## src/rtl/mips_pkg.sv

```systemverilog
// Shared MIPS decode constants: opcode/funct values, ALU-op encoding,
// destination and write-back source selectors, and the decoded control bundle.
package mips_pkg;

    localparam logic [5:0] OP_RTYPE = 6'h00;
    localparam logic [5:0] OP_J     = 6'h02;
    localparam logic [5:0] OP_JAL   = 6'h03;
    localparam logic [5:0] OP_BEQ   = 6'h04;
    localparam logic [5:0] OP_BNE   = 6'h05;
    localparam logic [5:0] OP_ADDI  = 6'h08;
    localparam logic [5:0] OP_SLTI  = 6'h0A;
    localparam logic [5:0] OP_ANDI  = 6'h0C;
    localparam logic [5:0] OP_ORI   = 6'h0D;
    localparam logic [5:0] OP_LUI   = 6'h0F;
    localparam logic [5:0] OP_LW    = 6'h23;
    localparam logic [5:0] OP_SW    = 6'h2B;

    localparam logic [5:0] FN_SLL   = 6'h00;
    localparam logic [5:0] FN_SRL   = 6'h02;
    localparam logic [5:0] FN_JR    = 6'h08;
    localparam logic [5:0] FN_ADD   = 6'h20;
    localparam logic [5:0] FN_SUB   = 6'h22;
    localparam logic [5:0] FN_AND   = 6'h24;
    localparam logic [5:0] FN_OR    = 6'h25;
    localparam logic [5:0] FN_SLT   = 6'h2A;

    typedef enum logic [3:0] {
        ALU_ADD = 4'd0,
        ALU_SUB = 4'd1,
        ALU_AND = 4'd2,
        ALU_OR  = 4'd3,
        ALU_SLT = 4'd4,
        ALU_SLL = 4'd5,
        ALU_SRL = 4'd6,
        ALU_LUI = 4'd7
    } alu_op_e;

    typedef enum logic [1:0] {
        DST_RT = 2'd0,
        DST_RD = 2'd1,
        DST_RA = 2'd2
    } dst_sel_e;

    typedef enum logic [1:0] {
        M2R_ALU = 2'd0,
        M2R_MEM = 2'd1,
        M2R_PC4 = 2'd2
    } mem_to_reg_e;

    typedef struct packed {
        dst_sel_e    dst_sel;
        logic        alu_src;
        alu_op_e     alu_op;
        logic        mem_read;
        logic        mem_write;
        mem_to_reg_e mem_to_reg;
        logic        reg_write;
        logic        branch_eq;
        logic        branch_ne;
        logic        jump;
        logic        jump_reg;
        logic        illegal;
    } ctrl_t;

    // Logical immediates are zero-extended, lui places imm in the upper half.
    function automatic logic [31:0] extend_imm(input logic [5:0] op, input logic [15:0] imm);
        if (op == OP_ANDI || op == OP_ORI)
            return {16'h0000, imm};
        else if (op == OP_LUI)
            return {imm, 16'h0000};
        else
            return {{16{imm[15]}}, imm};
    endfunction

endpackage

```

## src/rtl/reg_file.sv

```systemverilog
// 32x32 register file: two combinational read ports, one synchronous write port,
// $0 hardwired to zero, optional same-cycle write-to-read forwarding.
module reg_file
    import mips_pkg::*;
#(
    parameter int BYPASS = 1
) (
    input  logic        clock,
    input  logic        reset,
    input  logic [4:0]  i_rs_addr,
    input  logic [4:0]  i_rt_addr,
    input  logic        i_wb_en,
    input  logic [4:0]  i_wb_addr,
    input  logic [31:0] i_wb_data,
    output logic [31:0] o_rs_data,
    output logic [31:0] o_rt_data
);

    logic [31:0] r_regs [0:31];

    always_ff @(posedge clock) begin
        if (reset) begin
            for (int unsigned i = 0; i < 32; i++)
                r_regs[i] <= '0;
        end else if (i_wb_en && i_wb_addr != 5'd0) begin
            r_regs[i_wb_addr] <= i_wb_data;
        end
    end

    always_comb begin
        o_rs_data = (i_rs_addr == 5'd0) ? '0 : r_regs[i_rs_addr];
        o_rt_data = (i_rt_addr == 5'd0) ? '0 : r_regs[i_rt_addr];
        if (BYPASS != 0) begin
            if (i_wb_en && i_wb_addr == i_rs_addr && i_rs_addr != 5'd0)
                o_rs_data = i_wb_data;
            if (i_wb_en && i_wb_addr == i_rt_addr && i_rt_addr != 5'd0)
                o_rt_data = i_wb_data;
        end
    end

endmodule

```

## src/rtl/decode_regfile.sv

```systemverilog
// MIPS instruction-decode stage: field split, control decode, immediate extension,
// register file access, sticky illegal flag and valid-instruction counter.
module decode_regfile
    import mips_pkg::*;
#(
    parameter int BYPASS = 1,
    parameter int CNT_W  = 32
) (
    input  logic             clock,
    input  logic             reset,
    input  logic [31:0]      instruction,
    input  logic             instr_valid,
    input  logic             wb_en,
    input  logic [4:0]       wb_addr,
    input  logic [31:0]      wb_data,
    output logic [31:0]      rs_data,
    output logic [31:0]      rt_data,
    output logic [31:0]      ext_imm,
    output logic [4:0]       shamt,
    output logic [1:0]       dst_sel,
    output logic             alu_src,
    output logic [3:0]       alu_op,
    output logic             mem_read,
    output logic             mem_write,
    output logic [1:0]       mem_to_reg,
    output logic             reg_write,
    output logic             branch_eq,
    output logic             branch_ne,
    output logic             jump,
    output logic             jump_reg,
    output logic             illegal,
    output logic             illegal_seen,
    output logic [CNT_W-1:0] instr_count
);

    logic [5:0]       w_opcode;
    logic [5:0]       w_funct;
    ctrl_t            w_ctrl;
    logic             r_illegal_seen;
    logic [CNT_W-1:0] r_instr_count;

    assign w_opcode = instruction[31:26];
    assign w_funct  = instruction[5:0];

    reg_file #(
        .BYPASS(BYPASS)
    ) u_reg_file (
        .clock     (clock),
        .reset     (reset),
        .i_rs_addr (instruction[25:21]),
        .i_rt_addr (instruction[20:16]),
        .i_wb_en   (wb_en),
        .i_wb_addr (wb_addr),
        .i_wb_data (wb_data),
        .o_rs_data (rs_data),
        .o_rt_data (rt_data)
    );

    always_comb begin
        w_ctrl = '0;
        case (w_opcode)
            OP_RTYPE: begin
                w_ctrl.dst_sel   = DST_RD;
                w_ctrl.reg_write = 1'b1;
                case (w_funct)
                    FN_ADD:  w_ctrl.alu_op = ALU_ADD;
                    FN_SUB:  w_ctrl.alu_op = ALU_SUB;
                    FN_AND:  w_ctrl.alu_op = ALU_AND;
                    FN_OR:   w_ctrl.alu_op = ALU_OR;
                    FN_SLT:  w_ctrl.alu_op = ALU_SLT;
                    FN_SLL:  w_ctrl.alu_op = ALU_SLL;
                    FN_SRL:  w_ctrl.alu_op = ALU_SRL;
                    FN_JR: begin
                        w_ctrl.reg_write = 1'b0;
                        w_ctrl.jump_reg  = 1'b1;
                    end
                    default: w_ctrl.illegal = 1'b1;
                endcase
            end
            OP_ADDI: begin w_ctrl.alu_src = 1'b1; w_ctrl.reg_write = 1'b1; end
            OP_SLTI: begin w_ctrl.alu_src = 1'b1; w_ctrl.reg_write = 1'b1; w_ctrl.alu_op = ALU_SLT; end
            OP_ANDI: begin w_ctrl.alu_src = 1'b1; w_ctrl.reg_write = 1'b1; w_ctrl.alu_op = ALU_AND; end
            OP_ORI:  begin w_ctrl.alu_src = 1'b1; w_ctrl.reg_write = 1'b1; w_ctrl.alu_op = ALU_OR;  end
            OP_LUI:  begin w_ctrl.alu_src = 1'b1; w_ctrl.reg_write = 1'b1; w_ctrl.alu_op = ALU_LUI; end
            OP_LW: begin
                w_ctrl.alu_src    = 1'b1;
                w_ctrl.mem_read   = 1'b1;
                w_ctrl.mem_to_reg = M2R_MEM;
                w_ctrl.reg_write  = 1'b1;
            end
            OP_SW:   begin w_ctrl.alu_src = 1'b1; w_ctrl.mem_write = 1'b1; end
            OP_BEQ:  begin w_ctrl.alu_op = ALU_SUB; w_ctrl.branch_eq = 1'b1; end
            OP_BNE:  begin w_ctrl.alu_op = ALU_SUB; w_ctrl.branch_ne = 1'b1; end
            OP_J:    w_ctrl.jump = 1'b1;
            OP_JAL: begin
                w_ctrl.jump       = 1'b1;
                w_ctrl.reg_write  = 1'b1;
                w_ctrl.dst_sel    = DST_RA;
                w_ctrl.mem_to_reg = M2R_PC4;
            end
            default: w_ctrl.illegal = 1'b1;
        endcase
        // Undecodable words must not leave any partial R-type controls behind.
        if (w_ctrl.illegal) begin
            w_ctrl         = '0;
            w_ctrl.illegal = 1'b1;
        end
    end

    assign ext_imm    = extend_imm(w_opcode, instruction[15:0]);
    assign shamt      = instruction[10:6];
    assign dst_sel    = w_ctrl.dst_sel;
    assign alu_src    = w_ctrl.alu_src;
    assign alu_op     = w_ctrl.alu_op;
    assign mem_read   = w_ctrl.mem_read;
    assign mem_write  = w_ctrl.mem_write;
    assign mem_to_reg = w_ctrl.mem_to_reg;
    assign reg_write  = w_ctrl.reg_write;
    assign branch_eq  = w_ctrl.branch_eq;
    assign branch_ne  = w_ctrl.branch_ne;
    assign jump       = w_ctrl.jump;
    assign jump_reg   = w_ctrl.jump_reg;
    assign illegal    = w_ctrl.illegal;

    always_ff @(posedge clock) begin
        if (reset) begin
            r_illegal_seen <= 1'b0;
            r_instr_count  <= '0;
        end else if (instr_valid) begin
            r_instr_count <= r_instr_count + CNT_W'(1);
            if (w_ctrl.illegal)
                r_illegal_seen <= 1'b1;
        end
    end

    assign illegal_seen = r_illegal_seen;
    assign instr_count  = r_instr_count;

endmodule

```

## config.mk

```make
export PLATFORM = sky130hd
export DESIGN_NAME = decode_regfile
export DESIGN_NICKNAME = d
export VERILOG_FILES = /design/src/rtl/mips_pkg.sv /design/src/rtl/reg_file.sv /design/src/rtl/decode_regfile.sv
export SDC_FILE = /design/constraint.sdc
export NUM_CORES = 2
export LEC_CHECK = 0
export ABC_CLOCK_PERIOD_IN_PS = 3800
export BUFFER_PORTS_ARGS = -buffer_cell sky130_fd_sc_hd__clkbuf_2
export CORE_MARGIN = 2
export CORE_UTILIZATION = 35
export DETAILED_ROUTE_END_ITERATION = 10
export GPL_ROUTABILITY_DRIVEN = 0
export HOLD_SLACK_MARGIN = 0.08
export PLACE_DENSITY = 0.59
export SYNTH_ARGS = -nofsm -noshare
export SYNTH_HDL_FRONTEND = slang
export SYNTH_SLANG_ARGS = --single-unit
```

## constraint.sdc

```tcl
create_clock -name clock -period 3.8 [get_ports clock]
set_input_delay 0.19 -clock clock [delete_from_list [all_inputs] [get_ports clock]]
set_output_delay 0.19 -clock clock [all_outputs]
set_load 0.05 [all_outputs]
```

Word level (Yosys, flattened, before mapping)
Memory sizes are Yosys's and may differ from the RTL's.
Index checks and enable logic that the tools add are counted.
{"block": "totals", "ff_bits": 33, "out_inout_bits": 151, "input_bits": 73, "mem_bits_rw": 1024, "word_cells": 76, "memories": 1}
{"memory": "u_reg_file.r_regs", "depth": 32, "word_bits": 32, "read_ports": 2, "rd_ports_with_merged_regs": 0, "write_ports": 32, "line_no": "reg_file.sv:19", "text": "logic [31:0] r_regs [0:31];"}
{"block": "classes", "add_sub_neg": 1, "reduce_logical": 21, "n_mux": 31, "eq_ne": 20}
{"op": "32-bit 2-to-1 mux", "count": 6}
{"op": "6-bit equality test, second input constant", "count": 7}
{"op": "6-bit by 4-bit equality test with 1-bit output, second input constant", "count": 6}
{"op": "32-bit by 1-bit adder with 32-bit output, second input constant", "count": 1}
{"op": "32-bit OR reduction", "count": 1}
{"op": "31-bit 2-to-1 mux", "count": 1}
{"op": "4-bit one-hot mux with 6 select lines", "count": 1}
{"op": "6-bit by 2-bit equality test with 1-bit output, second input constant", "count": 3}
{"op": "3-bit one-hot mux with 6 select lines", "count": 1}
{"op": "17-bit 2-to-1 mux", "count": 1}
{"op": "1-bit 2-to-1 mux", "count": 16}
{"op": "5-bit nonzero test", "count": 3}
{"op": "7-bit OR reduction", "count": 2}
{"op": "6-bit by 3-bit equality test with 1-bit output, second input constant", "count": 2}
{"op": "6-bit zero test", "count": 2}
{"op": "11-bit OR reduction", "count": 1}
{"op": "5-bit equality test", "count": 2}
{"op": "5-bit zero test", "count": 2}
{"op": "2-bit one-hot mux with 2 select lines", "count": 2}
{"op": "8-bit OR reduction", "count": 1}
{"op": "1-bit logical AND", "count": 5}
{"op": "5-bit 2-to-1 mux", "count": 1}
{"op": "1-bit one-hot mux with 2 select lines", "count": 2}
{"op": "2-bit OR reduction", "count": 2}
{"op": "2 further kinds", "count": 2}

Logic depth before layout (Yosys ltp)
{"block": "depth", "depth_word": 7, "ltp_mapped": 11, "ltp_nobuf": 7}

Hierarchy
Synthesis repeated with hierarchy kept, for this count alone.
{"block": "unflattened", "cells_unflattened": 4067, "area_unflattened_um2": 57812.9}
{"module": "reg_file", "seq_area_each_um2": 30749.5, "cells_per_inst": 3756, "area_each_um2": 55439.4, "instances": 1}
{"module": "decode_regfile", "seq_area_each_um2": 660.6, "cells_per_inst": 311, "area_each_um2": 2373.5, "instances": 1}

Worst setup path after synthesis
Ideal clock, no wire load.
{"block": "synth_path", "path_kind": "input -> output", "start": "in instruction[3]", "end": "out reg_write", "slack_ps": 24, "arrival_time_ps": 3586, "path_stages": 6, "path_cell_list": "clkbuf_1 > nor2_1 > o21ai_0 > a21oi_1 > o311ai_0 > nor2_1"}
{"block": "synth_via", "elab_chain_len": 5, "elab_cells_between_ends": 14, "classes_between": "7 x eq/ne; 5 x mux; 2 x reduce/logical"}
{"element": "start: declaration", "line_no": "decode_regfile.sv:11", "text": "input logic [31:0] instruction,"}
{"element": "6-bit by 4-bit equality test with 1-bit output (tied with other cells)", "line_no": "decode_regfile.sv:65", "text": "case (w_funct)"}
{"element": "8-bit OR reduction (no source line)"}
{"element": "1-bit 2-to-1 mux", "line_no": "decode_regfile.sv:65"}
{"element": "1-bit one-hot mux with 2 select lines", "line_no": "decode_regfile.sv:61", "text": "case (w_opcode)"}
{"element": "17-bit 2-to-1 mux *", "line_no": "decode_regfile.sv:104", "text": "if (w_ctrl.illegal) begin"}
{"element": "end: declaration", "line_no": "decode_regfile.sv:26", "text": "output logic reg_write,"}
Mark *: on every way between the ends. The rest lies on a longest branch, timed or not.

==> impl_metrics.json <==
{
  "cap_violations": 0,
  "p_switching_w": 0.00833,
  "worstMarginPinSlew_ps": 1300,
  "pwr-share-comb": 0.155,
  "dp_hpwl_um": 136000,
  "clock_path_buffers": 3,
  "pre_cts_ws_ps": 156,
  "ios": 224,
  "die_x_um": 412,
  "drtIter0Drc": 5353,
  "reg2reg_slack_ps": 1630,
  "reg2reg_from": "instr_count[0]",
  "fmax_mhz": 265,
  "end_kind": "output pin",
  "place_inst": 6675,
  "min_period_ps": 3770,
  "fin_cells": 6910,
  "skew_ps": 30.4,
  "setup_slack_ps": 33.2,
  "ant_nets": 0,
  "clk_pin_slew_ps": 60,
  "cp.required_ps": 3610,
  "final_util": 0.406,
  "crit_type": "reg2out",
  "drc": 0,
  "clockPowerShare": 0.382,
  "syn_area_per_cell_um2": 13.1,
  "r2r-end": "instr_count[24]",
  "syn_area_um2": 58200,
  "grt_pass1_wl_um": 302000,
  "reg2reg_depth": 6,
  "fillers": 15201,
  "seq_power_share": 0.464,
  "ir_drop_mv": 0.433,
  "fin_setup_tns_ps": 0,
  "crit_arrival_ps": 3580,
  "p_int_w": 0.0213,
  "min_delay_path_depth": 2,
  "tritoncts": "done",
  "die_h_um": 412,
  "outcome": "complete, no violations",
  "fin_hold_ws_ps": 143,
  "synth-seq-cells": 1057,
  "maxSlewViolCount": 0,
  "overflow": 0,
  "post_cts_buffers": 0,
  "antenna_found_initial": 21,
  "vias": 40590,
  "grt_usage": 0.250,
  "synthFlopType": "edfxtp_1",
  "io_buffers": 222,
  "core-area_um2": 165000,
  "ys.warnings.count": 0,
  "clk_latency_ps": 730,
  "p_leak_nw": 24.8,
  "holdPathEnd": "u_reg_file.r_regs[12][0]",
  "num-nets-final": 4687,
  "sw_frac_of_total": 0.281,
  "cts.htree.levels": 3,
  "die-area_um2": 170000,
  "power_density_nw_per_um2": 442,
  "fin_crit_sh": 0.991,
  "hp-class": "in2reg",
  "ctsRootBufferMaster": "clkbuf_16",
  "hp-start": "wb_data[0]",
  "firstDrtPassIters": 6,
  "setup_viol": 0,
  "grt_max_degree": 66,
  "postSynthCellCount": 4444,
  "start_util": 0.353,
  "critical_path_peak_fanout": 2,
  "cts_made_buffers": 117,
  "wirelength_um": 216000,
  "synth_cell_type_count": 58,
  "clkSinkCount": 1057,
  "rsz0062_at_grt": "false",
  "relSlewSlack": 0.113,
  "seq_area_frac_synth": 0.540,
  "syn_to_final_growth_pct": 15.1,
  "grt_pass1_vias": 40062,
  "rows": 149,
  "synth-edff-count": 1024,
  "cp-start-kind": "register",
  "drive_gt1_frac": 0.228,
  "hold_viol_final": 0,
  "wire_per_inst_um": 31.3,
  "async_flop_share": 0,
  "vias_per_cell": 5.87
}
## per-layer routing
metal	GRT usage	routed length (um)	vias to the layer above
li1	-	-	16976
met1	0.332	85700	20864
met2	0.403	101000	2329
met3	0.0538	21100	411
met4	0.0878	8010	10
met5	0	66	-
## Yosys cell counts, types with 10 or more instances
| cell type | n | area [um2] |
|---|---|---|
| a2111oi_0 | 32 | 280 |
| a211oi_1 | 33 | 248 |
| a21o_1 | 48 | 360 |
| a21oi_1 | 165 | 826 |
| a221oi_1 | 32 | 280 |
| a22o_1 | 32 | 280 |
| a22oi_1 | 160 | 1200 |
| and2_1 | 1000 | 6260 |
| buf_2 | 71 | 355 |
| buf_4 | 37 | 278 |
| buf_6 | 18 | 203 |
| clkbuf_1 | 321 | 1200 |
| dfxtp_1 | 33 | 661 |
| edfxtp_1 | 1024 | 30700 |
| inv_1 | 10 | 37.5 |
| mux2_2 | 91 | 1020 |
| mux2i_1 | 526 | 5270 |
| mux4_2 | 256 | 5770 |
| nand2_1 | 162 | 608 |
| nand2b_1 | 10 | 62.6 |
| nand3_1 | 57 | 285 |
| nand4_1 | 15 | 93.8 |
| nor2_1 | 79 | 297 |
| nor2b_1 | 28 | 175 |
| nor3_1 | 14 | 70.1 |
| o21ai_0 | 23 | 115 |
| o22ai_1 | 35 | 219 |
| or2_2 | 32 | 200 |
| or3_1 | 12 | 75.1 |
| xnor2_1 | 13 | 114 |
| xor2_1 | 18 | 158 |
## stage by stage
stage | power, W | area (um2)
5_1_grt | 0.0303 | 67000
2_1_floorplan | 0.0165 | 58300
4_1_cts | 0.0296 | 67000
3_5_place_dp | 0.0184 | 63200
3_3_place_gp | 0.0184 | 63100
6_report | 0.0296 | 67000
## kinds of logic (layout without fill, tap and decap cells)
family          count (synthesis)  after routing  share of synthesized area
fa+ha+maj                       1              1                   0.000215
compound gates                582            582                     0.0684
xor+xnor                       31             31                    0.00467
buf+inv                       468            706                     0.0369
other cells                     1             40                  0.0000644
mux                           873            873                      0.207
flops                        1057           1057                      0.540
simple gates                 1431           1431                      0.143
## final cells by class
class                   instances  area, um2  area share
multi-input cells            2951      25100       0.375
clock buffers                 140       3010      0.0450
clock inverters                80        726      0.0108
inverters                      11       41.3    0.000616
repair buffers                475       3970      0.0592
well taps                    2189       2740      0.0409
diodes                          7       17.5    0.000261
flip-flops and latches       1057      31400       0.469
## cell usage in the layout (no fill, tap or decap), drive strengths merged, types with 18 or more instances in the layout
| cell | instances |
|---|---|
| and2 | 1000 |
| a22o | 32 |
| dfxtp | 33 |
| clkinv | 64 |
| mux2i | 526 |
| clkbuf | 333 |
| o21ai | 25 |
| nor2 | 79 |
| nand2 | 162 |
| mux4 | 256 |
| xor2 | 18 |
| nand3 | 57 |
| edfxtp | 1024 |
| a21o | 48 |
| a21oi | 165 |
| a22oi | 160 |
| a2111oi | 32 |
| o22ai | 35 |
| or2 | 33 |
| mux2 | 91 |
| a211oi | 33 |
| nor2b | 28 |
| conb | 33 |
| a221oi | 32 |
| buf | 272 |
## worst max-delay path, stage by stage, from the launching register on
cell and delay, ps:
edfxtp_1 420, mux4_2 490, mux2_2 270, a221oi_1 890, a2111oi_1 280, a21o_1 260, clkbuf_2 240
## sequential cells by signal, summed over array words and instances, names as in the netlist
name,flops
illegal_seen,1
u_reg_file.r_regs,1024
instr_count,32
## repair_timing
item	4_1_cts	5_1_grt
setup endpoints to repair	0	1
resized for setup	0	1
hold buffers	8	0
hold endpoints to repair	100	0
## worst max path at each step
stage,slack [ps],end,start,depth (start not counted)
6_report,30,rt_data[25],u_reg_file.r_regs[6][25],6
5_1_grt,40,rt_data[25],u_reg_file.r_regs[7][25],6
4_1_cts,20,rt_data[0],u_reg_file.r_regs[4][0],8
3_5_place_dp,160,rt_data[0],instruction[16],10
3_3_place_gp,-280,rt_data[10],instruction[17],10
2_1_floorplan,20,reg_write,instruction[3],6
## power groups by stage
stage               Sequential [W]  Combinational, W  Clock, W
floorplan                   0.0138           0.00269         0
global placement            0.0139           0.00447         0
detailed placement          0.0140           0.00449         0
CTS                         0.0137           0.00451    0.0114
global route                0.0138           0.00473    0.0118
finish                      0.0137           0.00458    0.0113
Power figures use the tool's default switching activity.
